$ cat src/rtl/multicycle_controller.sv
// multicycle_controller: main control FSM for a multicycle RISC-V datapath.
// Sequences fetch / decode / execute / memory / writeback over several clocks
// with one shared ALU and one memory port, using a mem_ready handshake.
// Optional feature macro: BRANCH_EXT_EN (full branch funct3 decode using lt/ltu).
// MEM_WAIT_MAX > 0 adds a wait counter that faults a stalled memory access.
module multicycle_controller #(
    parameter int ALUCTRL_W    = 3,
    parameter int MEM_WAIT_MAX = 0
) (
    input  logic                 clk,
    input  logic                 rst,
    input  logic [6:0]           op,
    input  logic [2:0]           funct3,
    input  logic                 funct7b5,
    input  logic                 zero,
    input  logic                 lt,
    input  logic                 ltu,
    input  logic                 mem_ready,
    output logic                 mem_req,
    output logic                 pc_write,
    output logic                 adr_src,
    output logic                 mem_write,
    output logic                 ir_write,
    output logic [1:0]           result_src,
    output logic [1:0]           alu_src_a,
    output logic [1:0]           alu_src_b,
    output logic [1:0]           imm_src,
    output logic                 reg_write,
    output logic [ALUCTRL_W-1:0] alu_control,
    output logic                 fault,
    output logic [3:0]           state
);

    typedef enum logic [3:0] {
        S_FETCH    = 4'd0,
        S_DECODE   = 4'd1,
        S_MEMADR   = 4'd2,
        S_MEMREAD  = 4'd3,
        S_MEMWB    = 4'd4,
        S_MEMWRITE = 4'd5,
        S_EXECUTER = 4'd6,
        S_EXECUTEI = 4'd7,
        S_ALUWB    = 4'd8,
        S_BRANCH   = 4'd9,
        S_JAL      = 4'd10,
        S_FAULT    = 4'd11
    } state_t;

    localparam logic [6:0] OP_LOAD   = 7'b0000011;
    localparam logic [6:0] OP_STORE  = 7'b0100011;
    localparam logic [6:0] OP_RTYPE  = 7'b0110011;
    localparam logic [6:0] OP_ITYPE  = 7'b0010011;
    localparam logic [6:0] OP_BRANCH = 7'b1100011;
    localparam logic [6:0] OP_JAL    = 7'b1101111;

    state_t     state_reg;
    logic       funct_ok;
    logic [2:0] funct_ctrl;
    logic       branch_ok;
    logic       branch_taken;
    logic       timeout;
    logic       mem_req_s;
    logic       pc_write_s;
    logic       ir_write_s;
    logic       mem_write_s;
    logic       reg_write_s;
    logic [2:0] alu_ctrl_s;

    // ALU operation for R/I-type execute; unknown funct3 is illegal
    always_comb begin
        funct_ok   = 1'b1;
        funct_ctrl = 3'b000;
        case (funct3)
            3'b000:  funct_ctrl = (funct7b5 && op[5]) ? 3'b001 : 3'b000;
            3'b010:  funct_ctrl = 3'b101;
            3'b110:  funct_ctrl = 3'b011;
            3'b111:  funct_ctrl = 3'b010;
            default: funct_ok   = 1'b0;
        endcase
    end

`ifdef BRANCH_EXT_EN
    // Full conditional-branch decode from the ALU flags
    always_comb begin
        branch_ok    = 1'b1;
        branch_taken = 1'b0;
        case (funct3)
            3'b000:  branch_taken = zero;
            3'b001:  branch_taken = ~zero;
            3'b100:  branch_taken = lt;
            3'b101:  branch_taken = ~lt;
            3'b110:  branch_taken = ltu;
            3'b111:  branch_taken = ~ltu;
            default: branch_ok    = 1'b0;
        endcase
    end
`else
    // Every branch behaves as beq; the compare flags are not needed
    assign branch_ok    = 1'b1;
    assign branch_taken = zero;
    logic unused_branch_flags;
    assign unused_branch_flags = lt ^ ltu;
`endif

    generate
        if (MEM_WAIT_MAX > 0) begin : g_wait
            localparam logic [7:0] WAIT_LAST = 8'(MEM_WAIT_MAX - 1);
            logic [7:0] wait_cnt_reg;
            logic       mem_wait;
            assign mem_wait = mem_req_s & ~mem_ready;
            // Count stalled memory cycles; a waiting state only leaves on ready or timeout
            always_ff @(posedge clk or negedge rst) begin
                if (!rst) begin
                    wait_cnt_reg <= 8'd0;
                end else if (!mem_wait || timeout) begin
                    wait_cnt_reg <= 8'd0;
                end else begin
                    wait_cnt_reg <= wait_cnt_reg + 8'd1;
                end
            end
            assign timeout = mem_wait && (wait_cnt_reg == WAIT_LAST);
        end else begin : g_no_wait
            assign timeout = 1'b0;
        end
    endgenerate

    // Main sequencing FSM
    always_ff @(posedge clk or negedge rst) begin
        if (!rst) begin
            state_reg <= S_FETCH;
        end else if (timeout) begin
            state_reg <= S_FAULT;
        end else begin
            case (state_reg)
                S_FETCH:    if (mem_ready) state_reg <= S_DECODE;
                S_DECODE: begin
                    case (op)
                        OP_LOAD, OP_STORE: state_reg <= S_MEMADR;
                        OP_RTYPE:          state_reg <= S_EXECUTER;
                        OP_ITYPE:          state_reg <= S_EXECUTEI;
                        OP_BRANCH:         state_reg <= S_BRANCH;
                        OP_JAL:            state_reg <= S_JAL;
                        default:           state_reg <= S_FAULT;
                    endcase
                end
                S_MEMADR:   state_reg <= op[5] ? S_MEMWRITE : S_MEMREAD;
                S_MEMREAD:  if (mem_ready) state_reg <= S_MEMWB;
                S_MEMWB:    state_reg <= S_FETCH;
                S_MEMWRITE: if (mem_ready) state_reg <= S_FETCH;
                S_EXECUTER,
                S_EXECUTEI: state_reg <= funct_ok ? S_ALUWB : S_FAULT;
                S_ALUWB:    state_reg <= S_FETCH;
                S_BRANCH:   state_reg <= branch_ok ? S_FETCH : S_FAULT;
                S_JAL:      state_reg <= S_ALUWB;
                S_FAULT:    state_reg <= S_FAULT;
                default:    state_reg <= S_FAULT;
            endcase
        end
    end

    // Datapath controls decoded from the current state
    always_comb begin
        mem_req_s   = 1'b0;
        pc_write_s  = 1'b0;
        ir_write_s  = 1'b0;
        mem_write_s = 1'b0;
        reg_write_s = 1'b0;
        adr_src     = 1'b0;
        result_src  = 2'b00;
        alu_src_a   = 2'b00;
        alu_src_b   = 2'b00;
        imm_src     = 2'b00;
        alu_ctrl_s  = 3'b000;
        case (state_reg)
            S_FETCH: begin
                mem_req_s  = 1'b1;
                alu_src_b  = 2'b10;
                result_src = 2'b10;
                pc_write_s = mem_ready;
                ir_write_s = mem_ready;
            end
            S_DECODE: begin
                alu_src_a = 2'b01;
                alu_src_b = 2'b01;
                imm_src   = 2'b10;
            end
            S_MEMADR: begin
                alu_src_a = 2'b10;
                alu_src_b = 2'b01;
                imm_src   = op[5] ? 2'b01 : 2'b00;
            end
            S_MEMREAD: begin
                mem_req_s = 1'b1;
                adr_src   = 1'b1;
            end
            S_MEMWB: begin
                result_src  = 2'b01;
                reg_write_s = 1'b1;
            end
            S_MEMWRITE: begin
                mem_req_s   = 1'b1;
                adr_src     = 1'b1;
                mem_write_s = 1'b1;
            end
            S_EXECUTER: begin
                alu_src_a  = 2'b10;
                alu_ctrl_s = funct_ctrl;
            end
            S_EXECUTEI: begin
                alu_src_a  = 2'b10;
                alu_src_b  = 2'b01;
                alu_ctrl_s = funct_ctrl;
            end
            S_ALUWB:    reg_write_s = 1'b1;
            S_BRANCH: begin
                alu_src_a  = 2'b10;
                alu_ctrl_s = 3'b001;
                pc_write_s = branch_ok & branch_taken;
            end
            S_JAL: begin
                alu_src_a  = 2'b01;
                alu_src_b  = 2'b10;
                pc_write_s = 1'b1;
            end
            default: ;
        endcase
    end

    // Upper ALU-control bits are always zero
    always_comb begin
        alu_control      = '0;
        alu_control[2:0] = alu_ctrl_s;
    end

    // Enables are forced low for as long as reset is held
    assign mem_req   = mem_req_s & rst;
    assign pc_write  = pc_write_s & rst;
    assign ir_write  = ir_write_s & rst;
    assign mem_write = mem_write_s & rst;
    assign reg_write = reg_write_s & rst;
    assign fault     = (state_reg == S_FAULT);
    assign state     = state_reg;

endmodule

$ cat config.mk
export PLATFORM = sky130hd
export DESIGN_NAME = multicycle_controller
export DESIGN_NICKNAME = d
export VERILOG_FILES = /design/src/rtl/multicycle_controller.sv
export SDC_FILE = /design/constraint.sdc
export NUM_CORES = 1
export LEC_CHECK = 0
export BUFFER_PORTS_ARGS = -buffer_cell sky130_fd_sc_hd__buf_2
export CAP_MARGIN = 20
export CORE_AREA = 5 5 45 47
export DETAILED_ROUTE_END_ITERATION = 8
export DIE_AREA = 0 0 50 52
export PLACE_DENSITY = 0.81
export SYNTH_ARGS = -nofsm -noshare
export SYNTH_HDL_FRONTEND = slang
export SYNTH_SLANG_ARGS = --single-unit
$ cat constraint.sdc
create_clock -name clk -period 2.1 [get_ports clk]
set_input_delay 0.315 -clock clk [delete_from_list [all_inputs] [get_ports clk]]
set_output_delay 0.315 -clock clk [all_outputs]
set_load 0.03 [all_outputs]
==> flow_summary.json, run 1 <==
{
  "remaining_drc_errors": 0,
  "synth_most_common_cell": "nand2_1",
  "coreArea_mm2": 0.00161,
  "avgSynthCellArea_um2": 7.35,
  "synth_nets": 112,
  "vdd_drop_max_mv": 0.680,
  "area_delta_synth_final_pct": 26.3,
  "start_kind": "flop",
  "status": "completed",
  "pwr-share-clk": 0.065,
  "finalCriticalPeriod_ps": 1950,
  "synth_cell_types": 39,
  "synth_edf_count": 0,
  "drv_cap": 0,
  "rsz0062_at_grt": "false",
  "seq_power_share": 0.153,
  "cts_buffer_depth": 2,
  "met1_length_um": 785,
  "place_hpwl_um": 1520,
  "netlist_top_cells_area": "dfrtp_1 (14%), buf_6 (8.1%), a21oi_1 (6.5%)",
  "via_count": 787,
  "min_period_over_period": 0.927,
  "fmax_mhz": 514,
  "p_sw_uw": 891,
  "cts_sinks": 4,
  "swShare": 0.599,
  "core.rowCount": 15,
  "diodes": 0,
  "grt_use_total": 0.150,
  "end_kind": "output pin",
  "io_pins": 39,
  "ys_warn_count": 0,
  "portBuffers": 36,
  "powerDensity_mw_per_mm2": 1680,
  "netlist_area_um2": 698,
  "drtPass1Iterations": 4,
  "synth-seq-cells": 4,
  "hold_class": "primary input to flop",
  "antenna_left": 0,
  "path_clk_slew_ps": 40,
  "synth_commonest_cells": "nand2_1 (11), a21oi_1 (9), nand2b_1 (7), nor2_1 (6)",
  "ys_seq_area_frac": 0.143,
  "drv_slew": 0,
  "routabilityCongestion": 0.816,
  "grt_max_degree": 19,
  "synthArstFlopShare": 1.00,
  "largest_reg_flops": 4,
  "h-tree-depth": 1,
  "grt_pass1_wl_um": 3130,
  "wl_met3_um": 125,
  "drive_gt1_frac": 0.415,
  "intPower_uw": 596,
  "finalInstanceArea_um2": 882,
  "cts_buffers": 3,
  "critical_path_class": "flop to output pin",
  "syn_inst": 95,
  "viasPerCell": 5.35,
  "tightest_slew_ps": 507,
  "p_comb_frac": 0.782,
  "first_iter_violations": 18,
  "maxUsedRoutingLayer": "met4",
  "synth_top_area_frac": 0.143,
  "slew_headroom": 0.662,
  "start_util": 0.433,
  "wl_met2_um": 965,
  "fp.dieArea_mm2": 0.00260,
  "worst_path_max_delay_cell": "dfrtp_1",
  "synth.largest_area_cell": "dfrtp_1",
  "total_leakage_power_uw": 0.000476,
  "nets": 149,
  "setup_viol": 0,
  "fin_worst_skew_ps": 2.59,
  "drt-total-wl_um": 1890,
  "place_area_um2": 848,
  "cpPeakStageDelay_ps": 550,
  "crit_arrival_ps": 1630,
  "setup_tns_ps": 0,
  "clock_latency_ps": 240,
  "grt_pass1_vias": 736,
  "crit_chain": "nand3b_4, o32ai_1, buf_2",
  "cp_max_fo": 12,
  "cts_root_buf": "clkbuf_4",
  "die_h_um": 52,
  "cts_tree": "yes",
  "grt_antenna_before_repair": 0,
  "required_ps": 1780,
  "avgRoutedWirePerCell_um": 12.9,
  "final_hold_viol_count": 0,
  "die_w_um": 50,
  "ys.flop_type": "dfrtp_1",
  "overflow": 0
}
==> path summary, 6_finish.rpt <==
kind	start	end	slack [ps]	cells after the start
worst max-delay path	state[3]	alu_control[0]	150	3
max in group asynchronous	rst	state[2]	1490	2
min in group asynchronous	rst	state[1]	440	2
worst min register to register	state[1]	state[3]	720	3
worst max register to register	state[0]	state[0]	700	5
worst min-delay path	op[3]	state[1]	430	3
==> per-stage QoR <==
stage	utilization	setup slack [ps]	total power, µW	hold WS (ps)	cells
2_1_floorplan	-	26.0	1180	19.4	95
3_3_place_gp	0.526	357	1360	151	143
3_5_place_dp	0.526	259	1390	154	143
4_1_cts	0.546	1.72	1490	434	147
5_1_grt	0.547	52.4	1610	436	147
6_report	0.547	154	1490	433	147
==> what timing repair did <==
action,4_1_cts,5_1_grt
endpoints found under the hold margin,4,0
endpoints found under the setup margin,0,4
buffers inserted,0,0
resized for setup,0,1
hold buffers,1,0
==> critical path: cells and delay by family (launching register included) <==
kind / cells / cell delay [ps]
buf+inv: 1 / 260
flops: 1 / 550
compound gates: 1 / 310
simple gates: 1 / 270
==> layout make-up <==
type                            instances  area [µm²]
Inverter                                6        22.5
Sequential cell                         4         101
Multi-Input combinational cell         77         502
Tap cell                               17        21.3
Fill cell                             160         732
Clock buffer                            3        22.5
Timing Repair Buffer                   40         213
==> layout by cell type, fill, tap and decap left out, drive strengths merged <==
cell type / count
clkbuf: 3
o22ai: 1
nand2b: 8
nand2: 11
a2bb2oi: 1
xor2: 2
inv: 6
xnor2: 1
a31oi: 1
a311oi: 1
nor4: 1
nor2: 7
nand3: 3
dlygate4sd3: 1
nor2b: 3
o41ai: 1
o32ai: 1
o21ai: 5
a31o: 1
a21oi: 11
nor3: 6
and3: 4
a21o: 2
dfrtp: 4
nand3b: 3
o311ai: 1
buf: 39
a32oi: 1
and3b: 1
==> kinds of logic (layout without fill, tap and decap cells) <==
family          Yosys count  in the layout  share of synthesized area
compound gates           27             27                      0.272
buf+inv                  14             49                      0.138
simple gates             47             47                      0.409
xor+xnor                  3              3                     0.0376
flops                     4              4                      0.143
==> layer usage <==
metal	global-route usage	vias up
met5	0	-
met4	0.0699	0
met3	0.0229	2
met2	0.270	24
met1	0.169	353
li1	-	408
==> power by group through the flow <==
stage	logic [µW]	registers, µW	clock network [µW]
after floorplan	969	209	0
after global placement	1140	224	0
after detailed placement	1160	227	0
after CTS	1170	226	96.1
after global routing	1260	241	106
final	1160	227	96.3
(Power assumes the default switching activity.)
==> run 2, diff against run 1 <==
--- a/config.mk
+++ b/config.mk
@@ -11,6 +11,7 @@
 export DETAILED_ROUTE_END_ITERATION = 8
 export DIE_AREA = 0 0 50 52
 export PLACE_DENSITY = 0.81
+export RECOVER_POWER = 100
 export SYNTH_ARGS = -nofsm -noshare
 export SYNTH_HDL_FRONTEND = slang
 export SYNTH_SLANG_ARGS = --single-unit
==> run 2 against run 1 <==
Effect of this change:
- sequential power about the same
- count of clock-buffer cells in the layout stayed put
- register-to-register slack worse by 20 ps
- clock power about the same
- final cell count unchanged
- first-iteration DRC count shrank 28%
- wire length grew 0.21%
- largest power group unchanged
==> flow_summary.json, run 2 (synthesized netlist as in run 1, its figures left out) <==
{
  "drv_cap": 0,
  "largest_reg_flops": 4,
  "powerDensity_mw_per_mm2": 1680,
  "p_total_uw": 1460,
  "viasPerCell": 5.36,
  "drive_gt1_frac": 0.338,
  "crit_arrival_ps": 1650,
  "final_hold_viol_count": 0,
  "path_clk_slew_ps": 40,
  "cpPeakStageDelay_ps": 550,
  "first_iter_violations": 13,
  "portBuffers": 36,
  "grt_pass1_wl_um": 3130,
  "place_hpwl_um": 1520,
  "fmax_mhz": 509,
  "final_cell_mix": "buf_2 (16), nand2_1 (11), clkbuf_1 (10), clkbuf_2 (10), a21oi_1 (9)",
  "drv_slew": 0,
  "coreArea_mm2": 0.00161,
  "cts_tree": "yes",
  "start_util": 0.433,
  "cts_buffer_depth": 2,
  "tightest_slew_ps": 506,
  "min_period_over_period": 0.935,
  "critical_path_class": "flop to output pin",
  "grt_pass1_vias": 736,
  "setup_viol": 0,
  "grt_max_degree": 19,
  "vdd_drop_max_mv": 0.674,
  "fp.dieArea_mm2": 0.00260,
  "clock_latency_ps": 240,
  "diodes": 0,
  "worst_path_max_delay_cell": "dfrtp_1",
  "overflow": 0,
  "status": "completed",
  "cts_buffers": 3,
  "fin_worst_skew_ps": 2.43,
  "h-tree-depth": 1,
  "io_pins": 39,
  "finalCriticalPeriod_ps": 1960,
  "slew_headroom": 0.663,
  "hold_depth": 3,
  "crit_chain": "nand3b_4, o32ai_1, clkbuf_2",
  "finalInstanceArea_um2": 870,
  "grt_antenna_before_repair": 0,
  "drt-total-wl_um": 1900,
  "hold_class": "primary input to flop",
  "die_w_um": 50,
  "remaining_drc_errors": 0,
  "grt_use_total": 0.150,
  "rr_worst_depth": 5,
  "via_count": 788,
  "path_depth": 3,
  "end_kind": "output pin",
  "critical-path-top-delay-family": "flip-flops",
  "avgRoutedWirePerCell_um": 12.9,
  "rsz0062_at_grt": "false",
  "setup_tns_ps": 0,
  "nFillCells": 164,
  "required_ps": 1780,
  "worst-path-buf-inv": 1,
  "place_area_um2": 848,
  "routabilityCongestion": 0.816,
  "nets": 149,
  "antenna_left": 0,
  "area_delta_synth_final_pct": 24.6,
  "start_kind": "flop",
  "core.rowCount": 15,
  "layout_commonest_cell": "buf_2",
  "drtPass1Iterations": 4,
  "die_h_um": 52,
  "cts_sinks": 4,
  "total_leakage_power_uw": 0.000432,
  "cts_root_buf": "clkbuf_4",
  "cp_max_fo": 12
}
==> run 2: cell types whose count changed in the layout (fill, tap and decap cells not counted), sizes merged <==
cell / change
clkbuf: +20
buf: -20
==> run 2: tightest hold or removal path, stage by stage <==
cell     delay, ps
buf_2          110
o41ai_1         90
a21oi_1        110
==> run 2: per-layer routing <==
metal  GRT usage  part of all wire
met3      0.0229             0.068
met5           0                 0
met2       0.270              0.51
met1       0.169              0.42
met4      0.0699            0.0074
==> run 2: area by class of cell <==
cell class | count | area [µm²] | area share
multi-input combinational | 77 | 502 | 0.577
inverter | 6 | 22.5 | 0.0259
sequential | 4 | 101 | 0.117
tap | 17 | 21.3 | 0.0245
clock buffer | 3 | 22.5 | 0.0259
timing repair buffer | 40 | 200 | 0.230
==> run 2: path summary, 6_finish.rpt <==
check                         start        endpoint  slack [ps]
max                        state[3]  alu_control[0]         140
min                           op[3]        state[1]         430
max reg2reg                state[0]        state[0]         680
min reg2reg                state[1]        state[3]         720
max in group asynchronous       rst        state[2]        1290
min in group asynchronous       rst        state[1]         510
==> run 2: where the power goes <==
part	internal (µW)	total (µW)	leakage (µW)	switching [µW]
Clock	64.0	96.2	0.0000138	32.2
Combinational	393	1140	0.000370	749
Sequential	115	227	0.0000481	112
==> run 2: metrics by stage <==
stage                     utilization  instances  setup slack [ps]  hold WS, ps
after floorplan                     -         95              26.0         19.4
after global placement          0.526        143               357          151
after detailed placement        0.526        143               259          154
after CTS                       0.546        147              1.72          434
after global routing            0.539        147              39.0          436
final                           0.539        147               136          434
==> run 2: timing repair <==
action,4_1_cts,5_1_grt
gates resized for setup,0,1
setup endpoints to repair,0,4
buffers inserted,0,0
endpoints found under the hold margin,4,0
hold buffers,1,0
==> run 3, diff against run 2 <==
--- a/config.mk
+++ b/config.mk
@@ -10,6 +10,7 @@
 export CORE_AREA = 5 5 45 47
 export DETAILED_ROUTE_END_ITERATION = 8
 export DIE_AREA = 0 0 50 52
+export MAX_ROUTING_LAYER = met4
 export PLACE_DENSITY = 0.81
 export RECOVER_POWER = 100
 export SYNTH_ARGS = -nofsm -noshare
==> run 3 against run 2 <==
Effect of this change:
- first-iteration DRC count stayed put
- non-clock buffer count stayed put
- final cell count stayed put
- total power hardly changed
- fmax is 0.24% lower
- combinational power hardly changed
- critical endpoint unchanged
- wire length is 0.11% higher
- sequential power hardly changed
- critical path type unchanged
- sequential share of layout area stayed put
- highest routed layer unchanged
==> flow_summary.json, run 3 (synthesized netlist as in run 1, its figures left out) <==
{
  "routabilityCongestion": 0.828,
  "start_util": 0.433,
  "worst-path-buf-inv": 1,
  "crit_arrival_ps": 1650,
  "finalCriticalPeriod_ps": 1970,
  "grt_use_total": 0.153,
  "required_ps": 1780,
  "regToRegSetupSlack_ps": 680,
  "end_kind": "output pin",
  "viasPerCell": 5.36,
  "powerDensity_mw_per_mm2": 1690,
  "cts_buffers": 3,
  "cts_tree": "yes",
  "multi_input_area_um2": 502,
  "drt-total-wl_um": 1900,
  "regArea_um2": 101,
  "endpoint": "alu_control[0]",
  "overflow": 0,
  "total_leakage_power_uw": 0.000432,
  "drv_slew": 0,
  "cp_max_fo": 12,
  "first_iter_violations": 13,
  "status": "completed",
  "die_h_um": 52,
  "crit_start": "state[3]",
  "nets": 149,
  "die_w_um": 50,
  "io_pins": 39,
  "clock_latency_ps": 240,
  "fp.dieArea_mm2": 0.00260,
  "fin_worst_skew_ps": 2.43,
  "drtPass1Iterations": 4,
  "grt_antenna_before_repair": 0,
  "layout_commonest_cell": "buf_2",
  "final_hold_viol_count": 0,
  "slew_headroom": 0.658,
  "start_kind": "flop",
  "timing.hold.ws_ps": 434,
  "dp_cells": 143,
  "cts_root_buf": "clkbuf_4",
  "min_period_over_period": 0.938,
  "cts_setup_buffers": 0,
  "via_count": 788,
  "critical-path-top-delay-family": "flip-flops",
  "crit_chain": "nand3b_4, o32ai_1, clkbuf_2",
  "core.rowCount": 15,
  "grt_max_degree": 19,
  "portBuffers": 36,
  "drive_gt1_frac": 0.338,
  "cts_buffer_depth": 2,
  "diodes": 0,
  "vdd_drop_max_mv": 0.676,
  "antenna_left": 0,
  "rr_worst_depth": 5,
  "largest_reg_flops": 4,
  "fmax_mhz": 508,
  "area_delta_synth_final_pct": 24.6,
  "fin_ws_ps": 131,
  "grt_pass1_vias": 736,
  "final_cells": 147,
  "fin_util": 0.539,
  "cts_sinks": 4,
  "place_ws_ps": 259,
  "rsz0062_at_grt": "false",
  "r2r_start": "state[0]",
  "tightest_slew_ps": 513,
  "worst_path_max_delay_cell": "dfrtp_1",
  "setup_tns_ps": 0,
  "hold_class": "primary input to flop",
  "final_cell_mix": "buf_2 (16), nand2_1 (11), clkbuf_1 (10), clkbuf_2 (10), a21oi_1 (9)",
  "h-tree-depth": 1,
  "avgRoutedWirePerCell_um": 12.9,
  "remaining_drc_errors": 0,
  "cpPeakStageDelay_ps": 560,
  "path_depth": 3,
  "critical_path_class": "flop to output pin",
  "nFillCells": 164,
  "r2r-end": "state[0]",
  "coreArea_mm2": 0.00161,
  "setup_viol": 0,
  "path_clk_slew_ps": 40,
  "grt_pass1_wl_um": 3130,
  "place_hpwl_um": 1520,
  "drv_cap": 0
}
==> run 3: cell counts in the layout (fill, tap and decap cells not counted) <==
No cell type changed its count.
==> run 3: worst min path at each step <==
stage           from       end  slack, ps  cells after the start
2_1_floorplan    rst  state[0]         20                      0
3_3_place_gp     rst  state[0]        150                      1
3_5_place_dp     rst  state[1]        150                      1
4_1_cts        op[2]  state[1]        430                      3
5_1_grt        op[3]  state[1]        440                      3
6_report       op[3]  state[1]        430                      3
==> run 3: report_power, final <==
group	internal (µW)	switching, µW	leakage (µW)
Combinational	393	749	0.000370
Sequential	115	113	0.0000481
Clock	64.0	32.2	0.0000138
==> run 3: repair_timing <==
item                       4_1_cts  5_1_grt
hold buffers                     1        0
hold endpoints to repair         4        0
setup endpoints to repair        0        4
resized for setup                0        1
==> run 3: per-layer routing <==
| metal | routed length (µm) | vias to the layer above | GRT usage |
|---|---|---|---|
| met5 | 0 | - | - |
| met3 | 125 | 2 | 0.0201 |
| met2 | 963 | 24 | 0.270 |
| li1 | - | 409 | - |
| met1 | 794 | 353 | 0.171 |
| met4 | 14 | 0 | 0.0699 |
==> run 3: area by class of cell <==
type	instances	share of cell area
multi-input combinational	77	0.577
timing repair buffer	40	0.230
sequential	4	0.117
clock buffer	3	0.0259
inverter	6	0.0259
tap	17	0.0245
==> run 3: worst reg2reg max path, cell delays in order, from the launching register on <==
cell      delay (ps)
dfrtp_1          490
buf_4            230
nand2b_1         140
a21o_1           180
a21oi_1          140
o21ai_0          100
==> run 3: stage by stage <==
stage / area (µm²) / power, µW
after floorplan: 698 / 1180
after global placement: 848 / 1360
after detailed placement: 848 / 1390
after CTS: 881 / 1490
after global routing: 870 / 1590
final: 870 / 1470
